===== config.mk =====
export PLATFORM = sky130hd
export DESIGN_NAME = fetch_unit
export DESIGN_NICKNAME = d
export VERILOG_FILES = /design/src/rtl/fetch_pkg.sv /design/src/rtl/fetch_fifo.sv /design/src/rtl/fetch_unit.sv
export SDC_FILE = /design/constraint.sdc
export NUM_CORES = 1
export LEC_CHECK = 0
export CAP_MARGIN = 20
export CORE_MARGIN = 2
export CORE_UTILIZATION = 35
export CTS_CLUSTER_SIZE = 30
export DETAILED_ROUTE_END_ITERATION = 8
export GPL_ROUTABILITY_DRIVEN = 0
export SLEW_MARGIN = 20
export SYNTH_ARGS = -nofsm -noshare
export SYNTH_HDL_FRONTEND = slang
export SYNTH_HIERARCHICAL = 1
export SYNTH_SLANG_ARGS = --single-unit

===== constraint.sdc =====
create_clock -name clk -period 7.95 [get_ports clk]
set_input_delay 1.59 -clock clk [delete_from_list [all_inputs] [get_ports clk]]
set_output_delay 1.59 -clock clk [all_outputs]
set_load 0.01 [all_outputs]

===== src/rtl/fetch_pkg.sv =====
// Shared types and constants for the instruction fetch unit.
// Misaligned-redirect handling is selected by the FETCH_MISALIGN_EN macro in fetch_unit.
package fetch_pkg;

    localparam logic [31:0] RESET_PC_DEFAULT = 32'h0000_0000;
    localparam logic [2:0]  MEM_WORD         = 3'b010;
    localparam int          FIFO_DEPTH       = 2;

    typedef struct packed {
        logic [31:0] pc;
        logic [31:0] word;
    } fetch_entry_t;

    typedef enum logic {
        ST_RUN  = 1'b0,
        ST_HALT = 1'b1
    } fetch_state_e;

    function automatic logic [31:0] align_word(input logic [31:0] addr);
        return addr & ~32'h0000_0003;
    endfunction

endpackage


===== src/rtl/fetch_fifo.sv =====
// Two-entry {pc, word} buffer between instruction memory and the core.
// Slot 0 is always the head; clear wins over push and pop.
module fetch_fifo import fetch_pkg::*; (
    input  logic         clk,
    input  logic         rst_n,
    input  logic         clear,
    input  logic         push,
    input  logic         pop,
    input  fetch_entry_t push_entry,
    output fetch_entry_t head,
    output logic [1:0]   count
);

    fetch_entry_t slot0;
    fetch_entry_t slot1;
    logic         do_pop;
    logic         do_push;

    assign do_pop  = pop && (count != 2'd0);
    assign do_push = push && ((count < 2'(FIFO_DEPTH)) || do_pop);
    assign head    = slot0;

    always_ff @(posedge clk or negedge rst_n) begin
        if (!rst_n) begin
            count <= 2'd0;
            slot0 <= '0;
            slot1 <= '0;
        end else if (clear) begin
            count <= 2'd0;
        end else begin
            case ({do_push, do_pop})
                2'b11: begin
                    if (count == 2'd1) begin
                        slot0 <= push_entry;
                    end else begin
                        slot0 <= slot1;
                        slot1 <= push_entry;
                    end
                end
                2'b10: begin
                    if (count == 2'd0) slot0 <= push_entry;
                    else               slot1 <= push_entry;
                    count <= count + 2'd1;
                end
                2'b01: begin
                    slot0 <= slot1;
                    count <= count - 2'd1;
                end
                default: ;
            endcase
        end
    end

endmodule


===== src/rtl/fetch_unit.sv =====
// Instruction fetch unit: one-cycle memory, 2-entry instruction buffer, zero-cycle redirect.
// Define FETCH_MISALIGN_EN to halt on misaligned redirect targets instead of forcing alignment.
module fetch_unit import fetch_pkg::*; #(
    parameter logic [31:0] RESET_PC = RESET_PC_DEFAULT
) (
    input  logic        clk,
    input  logic        rst_n,
    input  logic        redirect_valid,
    input  logic [31:0] redirect_pc,
    output logic [31:0] mem_read_address,
    output logic [2:0]  mem_funct3,
    input  logic [31:0] mem_read_data,
    output logic        instr_valid,
    input  logic        instr_ready,
    output logic [31:0] instr,
    output logic [31:0] instr_pc
`ifdef FETCH_MISALIGN_EN
    ,
    output logic        fetch_misaligned
`endif
);

    logic [31:0]  fetch_pc;
    logic [31:0]  inflight_pc;
    logic [31:0]  target_pc;
    logic         inflight;
    logic         discard;
    logic         take_redirect;
    logic         running;
    logic         pop;
    logic         push;
    logic         room;
    logic         issue;
    logic [1:0]   count;
    fetch_entry_t head;
    fetch_entry_t push_entry;

`ifdef FETCH_MISALIGN_EN
    fetch_state_e state;
    fetch_state_e state_next;

    assign target_pc = redirect_pc;

    always_ff @(posedge clk or negedge rst_n) begin
        if (!rst_n) state <= ST_RUN;
        else        state <= state_next;
    end

    always_comb begin
        state_next    = state;
        take_redirect = 1'b0;
        if (redirect_valid) begin
            if (redirect_pc[1:0] != 2'b00) begin
                state_next = ST_HALT;
            end else begin
                state_next    = ST_RUN;
                take_redirect = 1'b1;
            end
        end
    end

    assign running          = (state == ST_RUN);
    assign fetch_misaligned = (state == ST_HALT);
`else
    assign target_pc     = align_word(redirect_pc);
    assign take_redirect = redirect_valid;
    assign running       = 1'b1;
`endif

    assign mem_read_address = redirect_valid ? target_pc : fetch_pc;
    assign mem_funct3       = MEM_WORD;

    // Memory answers one edge after issue, so the word for any older request is on
    // mem_read_data at the redirect edge itself and is dropped right there.
    assign discard = redirect_valid;
    assign push    = inflight && !discard;
    assign pop     = instr_valid && instr_ready && !redirect_valid;

    // Occupancy after this edge (count + arriving word - pop) must stay below depth.
    assign room  = ({1'b0, count} + {2'b00, inflight}) < (3'(FIFO_DEPTH) + {2'b00, pop});
    assign issue = take_redirect || (running && room && !redirect_valid);

    assign push_entry = '{pc: inflight_pc, word: mem_read_data};

    always_ff @(posedge clk or negedge rst_n) begin
        if (!rst_n) begin
            fetch_pc    <= RESET_PC;
            inflight    <= 1'b0;
            inflight_pc <= RESET_PC;
        end else begin
            inflight <= issue;
            if (issue) begin
                inflight_pc <= mem_read_address;
                fetch_pc    <= mem_read_address + 32'd4;
            end
        end
    end

    fetch_fifo u_fifo (
        .clk        (clk),
        .rst_n      (rst_n),
        .clear      (redirect_valid),
        .push       (push),
        .pop        (pop),
        .push_entry (push_entry),
        .head       (head),
        .count      (count)
    );

    assign instr_valid = (count != 2'd0);
    assign instr       = head.word;
    assign instr_pc    = head.pc;

endmodule

# Yosys cells after proc, flatten, opt, wreduce, memory -nomap -nowiden
# Cells that the tools add are included.
# totals
reg_bits	195
latch_bits	0
ram_bits	0
mem_bits_ro	0
inputBits	68
out_inout_bits	100
wordCells	48
memories	0
# classes
addsub	5
multipliers	0
div	0
order_cmp	2
n_eq_ne	7
shifts	0
n_mux	9
n_bitwise	1
n_reduce_logical	16
# ops
op	count
two-way mux 64 bit	4
case mux 64 bit (3 select lines)	1
case mux 64 bit (2 select lines)	1
adder 32 x 3 -> 32 bit (second input constant)	1
two-way mux 32 bit	1
logical AND 1 bit	6
nonzero test 3 bit	2
== test 2 x 1 -> 1 bit (second input constant)	2
== test 2 bit (second input constant)	2
inequality test 2 bit (second input constant)	2
case mux 2 bit (2 select lines)	1
AND reduction 4 bit	1
nonzero test 2 bit	2
adder 2 x 1 -> 3 bit	1
adder 2 x 1 -> 3 bit (first input constant)	1
less-than comparator 3 bit	1
AND reduction 3 bit	1
adder 2 x 1 -> 2 bit (second input constant)	1
logical NOT 2 bit	1
logical OR 1 bit	2
less-than comparator 2 bit (second input constant)	1
two-way mux 2 bit	1
inequality test 2 x 1 -> 1 bit (second input constant)	1
subtractor 2 x 1 -> 2 bit (second input constant)	1
2 further kinds	2

# Logic depth before layout (Yosys ltp)
# logic_depth
word_depth	9
mapped_depth	16
depth_no_buf	9

# Modules after synthesis
# The synthesis kept the hierarchy.
# by_module_without_submodules
module	n_inst	cells_each	area_per_inst_um2	seq_area_each_um2
fetch_fifo	1	523	6655.1	3253.1
fetch_unit	1	406	3723.6	1576.5

# Least setup slack after synthesis
# No wires, ideal clock.
# synth_timing
kind	input to register
start	in redirect_valid
end	reg u_fifo/slot1[2] (netlist bit)
setup_ns	0.125
arrival_time_ns	4.272
t_required_ns	7.825
slack_ns	3.553
stages	15
n_path_buf	7
cell_sequence	buf_6 -> buf_6 -> buf_4 -> buf_4 -> buf_2 -> nor3_1 -> nand2b_1 -> nand2_1 -> and2_1 -> ha_1 -> clkbuf_1 -> a22o_1 -> nor3_4 -> buf_6 -> mux2_2
# synth_between
elab_chain_len	8
word_cells_on_any_way	14
classes_between	4 x eq/ne; 1 x mux; 1 x bitwise; 8 x reduce/logical
# synth_lines
item	line_no	source
from (decl)	fetch_unit.sv:8	input logic redirect_valid,
logical NOT 1 bit (*)	fetch_unit.sv:77	assign pop = instr_valid && instr_ready && !redirect_valid;
logical AND 1 bit (*)	fetch_unit.sv:77	
net pop	fetch_unit.sv:30	logic pop;
logical AND 1 bit (*)	fetch_fifo.sv:19	assign do_pop = pop && (count != 2'd0);
logical OR 1 bit	fetch_fifo.sv:20	assign do_push = push && ((count < 2'(FIFO_DEPTH)) || do_pop);
logical AND 1 bit	fetch_fifo.sv:20	
== test 2 bit	fetch_fifo.sv:31	case ({do_push, do_pop})
inequality test 2 bit (no source line) / nonzero test 2 bit (equally long branches)	n/a	
AND reduction 4 bit (no source line)	n/a	
to (signal assigned)	fetch_fifo.sv:37	slot1 <= push_entry;
to (signal assigned)	fetch_fifo.sv:42	else slot1 <= push_entry;
to (decl)	fetch_fifo.sv:15	fetch_entry_t slot1;
# The timed path passes the listed nets; every way through them passes the cells marked *.
# A chain may end at the register's enable or synchronous reset.

# Worst setup path after layout
# layout_timing
start	in redirect_valid
end	out mem_read_address[5]
# layout_between
elab_chain_len	1
# layout_lines
item	line_no	source
two-way mux 32 bit	fetch_unit.sv:70	assign mem_read_address = redirect_valid ? target_pc : fetch_pc;
to (decl)	fetch_unit.sv:10	output logic [31:0] mem_read_address,
# No other way between the ends.

==> results_dict.tcl <==
set metrics [dict create \
    tightestPinTransition_ns 1.02 \
    detail-route-antenna-nets 0 \
    whs_ns 0.479 \
    area_delta_synth_final_pct 23.1 \
    fin_nets 1128 \
    cts_made_buffers 17 \
    cp.required_ns 6.36 \
    die_h_um 176 \
    drc 0 \
    synth_edf_count 0 \
    peakVddDrop_v 0.000159 \
    core_area_um2 29400 \
    ys_seq_area_share_pct 46.5 \
    drive_gt1_share_pct 18.6 \
    cap_violations 0 \
    cts_max_level 4 \
    critPathLaunchType "input port" \
    cts_buffer_depth 2 \
    synthFlopType "dfrtp_1" \
    power.density_nw_per_um2 409 \
    slew_violations 0 \
    finalCriticalPeriod_ns 5.48 \
    crit_type "in -> out" \
    ff_latch_area_um2 4830 \
    min_period_over_period_pct 68.9 \
    multiInputGateArea_um2 5070 \
    whs_path_depth 2 \
    cp_max_fo 56 \
    tns_ns 0 \
    hold_buffers 0 \
    fill_cells 2781 \
    first_global_vias 7480 \
    cts-resized-gates 0 \
    timing.fmax_ghz 0.183 \
    finClkSkew_ns 0.0143 \
    endpoint_kind "output port" \
    cts_setup_buffers 0 \
    antenna_found_initial 0 \
    vias 7823 \
    syn_area_um2 10400 \
    wl_per_cell_um 18.1 \
    max-slew-margin-rel_pct 32.1 \
    clock_sinks 193 \
    layout_commonest_cell "dfrtp_1" \
    synth_async_sr_flop_share_pct 100 \
    io_pins 168 \
    yosysWarnings 6 \
    antenna_cells 0 \
    finalHoldViolCount 0 \
    clkLatencyLatePin_ns 0.43 \
    synthCells 929 \
    rr_worst_depth 10 \
    rows 63 \
    grt-ovfl-total 0 \
    drtIter0Drc 569 \
    die_width_um 176 \
    dieArea_um2 31000 \
    synth_seq_cells 193 \
    cts_root_buf "clkbuf_16" \
    hold_path_class "reg -> reg" \
    avgSynthCellArea_um2 11.2 \
    worstPathArrival_ns 3.89 \
    power.leakage_nw 5.17 \
    clkTransAtPathRegs_ns 0.08 \
    initial_core_util_pct 35.3 \
    drt_pass1_iterations 5 \
    rsz0062_at_grt "no" \
    grt_usage_pct 17.1 \
    ys_types 65 \
    io_buffers 162 \
    cts_tree "built" \
    outcome "complete, no violations" \
    dp_hpwl_um 16700 \
    setup_viol 0 \
    finalWirelength_um 26300 \
    grt_pass1_wl_um 42200 \
    vias_per_cell 5.38 \
    grt_max_degree 77 \
    final_cell_mix "dfrtp_1 (193), clkdlybuf4s50_1 (160), mux2_2 (134), a21oi_1 (103), mux2i_1 (81)" \
]
through the flow:
| step | setup WS, ns | utilization [%] | cells | instance area, um^2 | power (mW) |
|---|---|---|---|---|---|
| global route | 2.31 | 43.4 | 1454 | 12800 | 5.62 |
| CTS | 2.45 | 43.4 | 1454 | 12800 | 5.28 |
| detailed placement | 2.36 | 41.6 | 1422 | 12200 | 4.43 |
| finish | 2.47 | 43.4 | 1454 | 12800 | 5.23 |
| global placement | 2.39 | 41.6 | 1422 | 12200 | 4.37 |
| floorplan | 3.55 | - | 930 | 10400 | 3.50 |
metal layers:
layer	wire, um	GRT usage, %	share of wire [%]	vias up
li1	-	-	-	3688
met1	13400	25.6	51	3919
met2	11600	26.0	44	206
met3	1150	2.80	4.4	10
met4	205	3.62	0.78	0
met5	0	0	0	-
synth_stat cells, types with 4 or more instances:
| master | n | share of area (%) |
|---|---|---|
| nor3_1 | 4 | 0.19 |
| buf_2 | 23 | 1.1 |
| dfrtp_1 | 193 | 47 |
| nand2_1 | 36 | 1.3 |
| clkbuf_1 | 30 | 1.1 |
| nor2_1 | 69 | 2.5 |
| inv_1 | 27 | 0.98 |
| mux2_1 | 5 | 0.54 |
| buf_4 | 6 | 0.43 |
| buf_6 | 10 | 1.1 |
| ha_1 | 9 | 1.1 |
| nand3_1 | 14 | 0.68 |
| a221oi_1 | 63 | 5.3 |
| and3_1 | 5 | 0.30 |
| a31oi_1 | 6 | 0.36 |
| nor2b_1 | 6 | 0.36 |
| o31ai_1 | 12 | 0.87 |
| mux2_2 | 134 | 15 |
| nand3b_1 | 9 | 0.65 |
| nand4_1 | 6 | 0.36 |
| nor4_1 | 7 | 0.42 |
| a21oi_1 | 103 | 5.0 |
| mux2i_1 | 81 | 7.8 |
| xnor2_1 | 11 | 0.93 |
path summary, 6_finish.rpt:
kind                                  from                  end  slack, ns
max reg2reg                u_fifo/count[0]      u_fifo/head[52]       4.32
min                           fetch_pc[29]         fetch_pc[29]       0.48
max in group asynchronous            rst_n      u_fifo/head[55]       5.46
min reg2reg                   fetch_pc[29]         fetch_pc[29]       0.48
max                         redirect_valid  mem_read_address[5]       2.47
min in group asynchronous            rst_n     u_fifo/slot1[27]       1.15
worst max-delay path: stages:
cell and delay, ns:
buf_2 0.47, buf_4 0.62, and2b_1 0.27, a21oi_1 0.31, inv_1 0.10, clkdlybuf4s50_1 0.49
cell families after synthesis:
kind of cell             count (synthesis)  synth area share [%]
AND/OR/NAND/NOR                        175                  8.93
other                                    2                0.0724
buffers and inverters                  102                  5.01
AO/OA/AOI/OAI                          214                  14.3
flip-flops                             193                  46.5
multiplexers                           220                  22.9
XOR/XNOR                                14                  1.18
adder cells (fa/ha/maj)                  9                  1.09
registers in the layout, summed over array words and instances (netlist names):
| signal | count |
|---|---|
| fetch_pc | 30 |
| inflight | 1 |
| u_fifo/slot1 | 64 |
| u_fifo/count | 2 |
| inflight_pc | 32 |
| u_fifo/head | 64 |
layout make-up:
| class | instances | area share, % |
|---|---|---|
| Multi-Input combinational cell | 635 | 39.7 |
| Sequential cell | 193 | 37.8 |
| Timing Repair Buffer | 175 | 13.4 |
| Tap cell | 390 | 3.82 |
| Clock buffer | 22 | 3.63 |
| Inverter | 29 | 0.852 |
| Clock inverter | 10 | 0.705 |
report_power, final:
group	internal (mW)	switching, mW	leakage (nW)
registers	1.49	0.363	2.28
logic	1.30	1.24	2.62
clock network	0.429	0.409	0.267
total	3.21	2.01	5.17
Power figures use the tool's default switching activity.
==> RTL edit, RTL diff (config.mk and constraints unchanged) <==
Build with the macro `FETCH_MISALIGN_EN` defined.
--- a/src/rtl/fetch_unit.sv
+++ b/src/rtl/fetch_unit.sv
@@ -1,5 +1,7 @@
 // Instruction fetch unit: one-cycle memory, 2-entry instruction buffer, zero-cycle redirect.
 // Define FETCH_MISALIGN_EN to halt on misaligned redirect targets instead of forcing alignment.
+`define FETCH_MISALIGN_EN
+
 module fetch_unit import fetch_pkg::*; #(
     parameter logic [31:0] RESET_PC = RESET_PC_DEFAULT
 ) (
Formal check against the unedited RTL (old outputs only; new: fetch_misaligned): not equivalent (a bounded check fails within 4 cycles, from zero or initial values and one cycle with rst_n low).
==> RTL edit against the original RTL <==
- total power is 25% lower
- sequential cell count is 1 higher
- area after synthesis is 0.88% lower
- wire length is 0.52% lower
- worst setup slack better by 0.039 ns
- utilization is 0.84 points higher
- final area hardly changed
- critical path type unchanged
- critical endpoint is now mem_read_address[8]
==> RTL edit: results (changes against the original RTL) <==
Outcome
  – Status: finished, final reports clean (unchanged)

Route
  – WL per Instance: 18.03 µm (was 18.10 µm)
  – Routed wl met3: 1.204 mm (was 1.145 mm)
  – Met1 wire length: 13.28 mm (was 13.37 mm)
  – Routed wire length: 26.18 mm (was 26.32 mm)
  – Via-to-Cell Ratio: 5.393 (was 5.380)
  – Drt initial violations: 486 (was 569)

GRT
  – GR Util All Layers: 17.17% (was 17.11%)
  – Vias in the first global route: 7,703 (was 7,480)
  – First-pass GRT wire length: 42.35 mm (was 42.18 mm)
  – Largest net degree at the start of global routing: 83 (was 77)

Cells and area
  – Share of post-route cells with drive strength above 1: 18.82% (was 18.61%)
  – Nets@finish: 1,132 (was 1,128)

Placement
  – DP Cell Count: 1,420 (was 1,422)
  – Detail Placement HPWL: 16.74 mm (was 16.67 mm)
  – IO Port Bufs: 165 (was 162)

Power
  – Clk pwr share: 23.2% (was 16.0%)
  – Leak: 5.066 nW (was 5.171 nW)
  – Flop pwr share: 42.3% (was 35.4%)
  – Int Power: 2.676 mW (was 3.215 mW)

Worst setup path
  – R2R setup slack: 4.43 ns (was 4.32 ns)
  – Critical Path End: mem_read_address[8] (was mem_read_address[5])
  – Worst endpoint data arrival time: 3.85 ns (was 3.89 ns)
  – CP max stage delay: 0.70 ns (was 0.62 ns)
  – Slowest cell on the critical path: buf_2 (was buf_4)

Logic synthesis
  – Synth Area per Inst: 11.03 µm² (was 11.17 µm²)
  – Commonest cells in the netlist: dfrtp_1 (194), mux2_2 (141), a21oi_1 (99) (was dfrtp_1 (193), mux2_2 (134), a21oi_1 (103))
  – XOR/XNOR share of the synthesized area: 1.447% (was 1.181%)
  – Mux contribution to synthesized area: 23.47% (was 22.89%)
  – Compound-cell area share of the yosys netlist: 13.24% (was 14.29%)

Timing
  – Max Freq: 0.1838 GHz (was 0.1825 GHz)
  – Slew of the pin with the lowest slew margin: 1.110 ns (was 1.018 ns)
  – Worst hold slack: 0.4892 ns (was 0.4787 ns)
[RTL edit: cells by family after synthesis]
family	after synthesis
mux	223
xor+xnor	17
compound gates	204
fa+ha+maj	9
simple gates	186
flops	194
buf+inv	98
other cells	2
[RTL edit: per-stage QoR]
step	utilization (%)	area (µm²)
after CTS	44.28	12780
after detailed placement	42.13	12160
after global routing	44.28	12780
after global placement	42.13	12160
after floorplan	-	10290
final	44.28	12780
[RTL edit: cell type report]
class	count	area, µm²
Multi-Input combinational cell	642	4996
Fill cell	2754	16080
Inverter	23	86.33
Timing Repair Buffer	177	1740
Tap cell	384	480.5
Sequential cell	194	4855
Clock inverter	14	181.4
Clock buffer	18	439.2
[RTL edit: routing by layer]
layer / vias to the layer above / GRT usage, %
li1: 3672 / -
met1: 3938 / 25.66
met2: 210 / 26.08
met3: 10 / 3.290
met4: 0 / 3.030
met5: - / 0
[RTL edit: critical path, delay by kind of cell]
family   cells  cell delay (ns)
mux          1             0.47
buf+inv      4             1.76
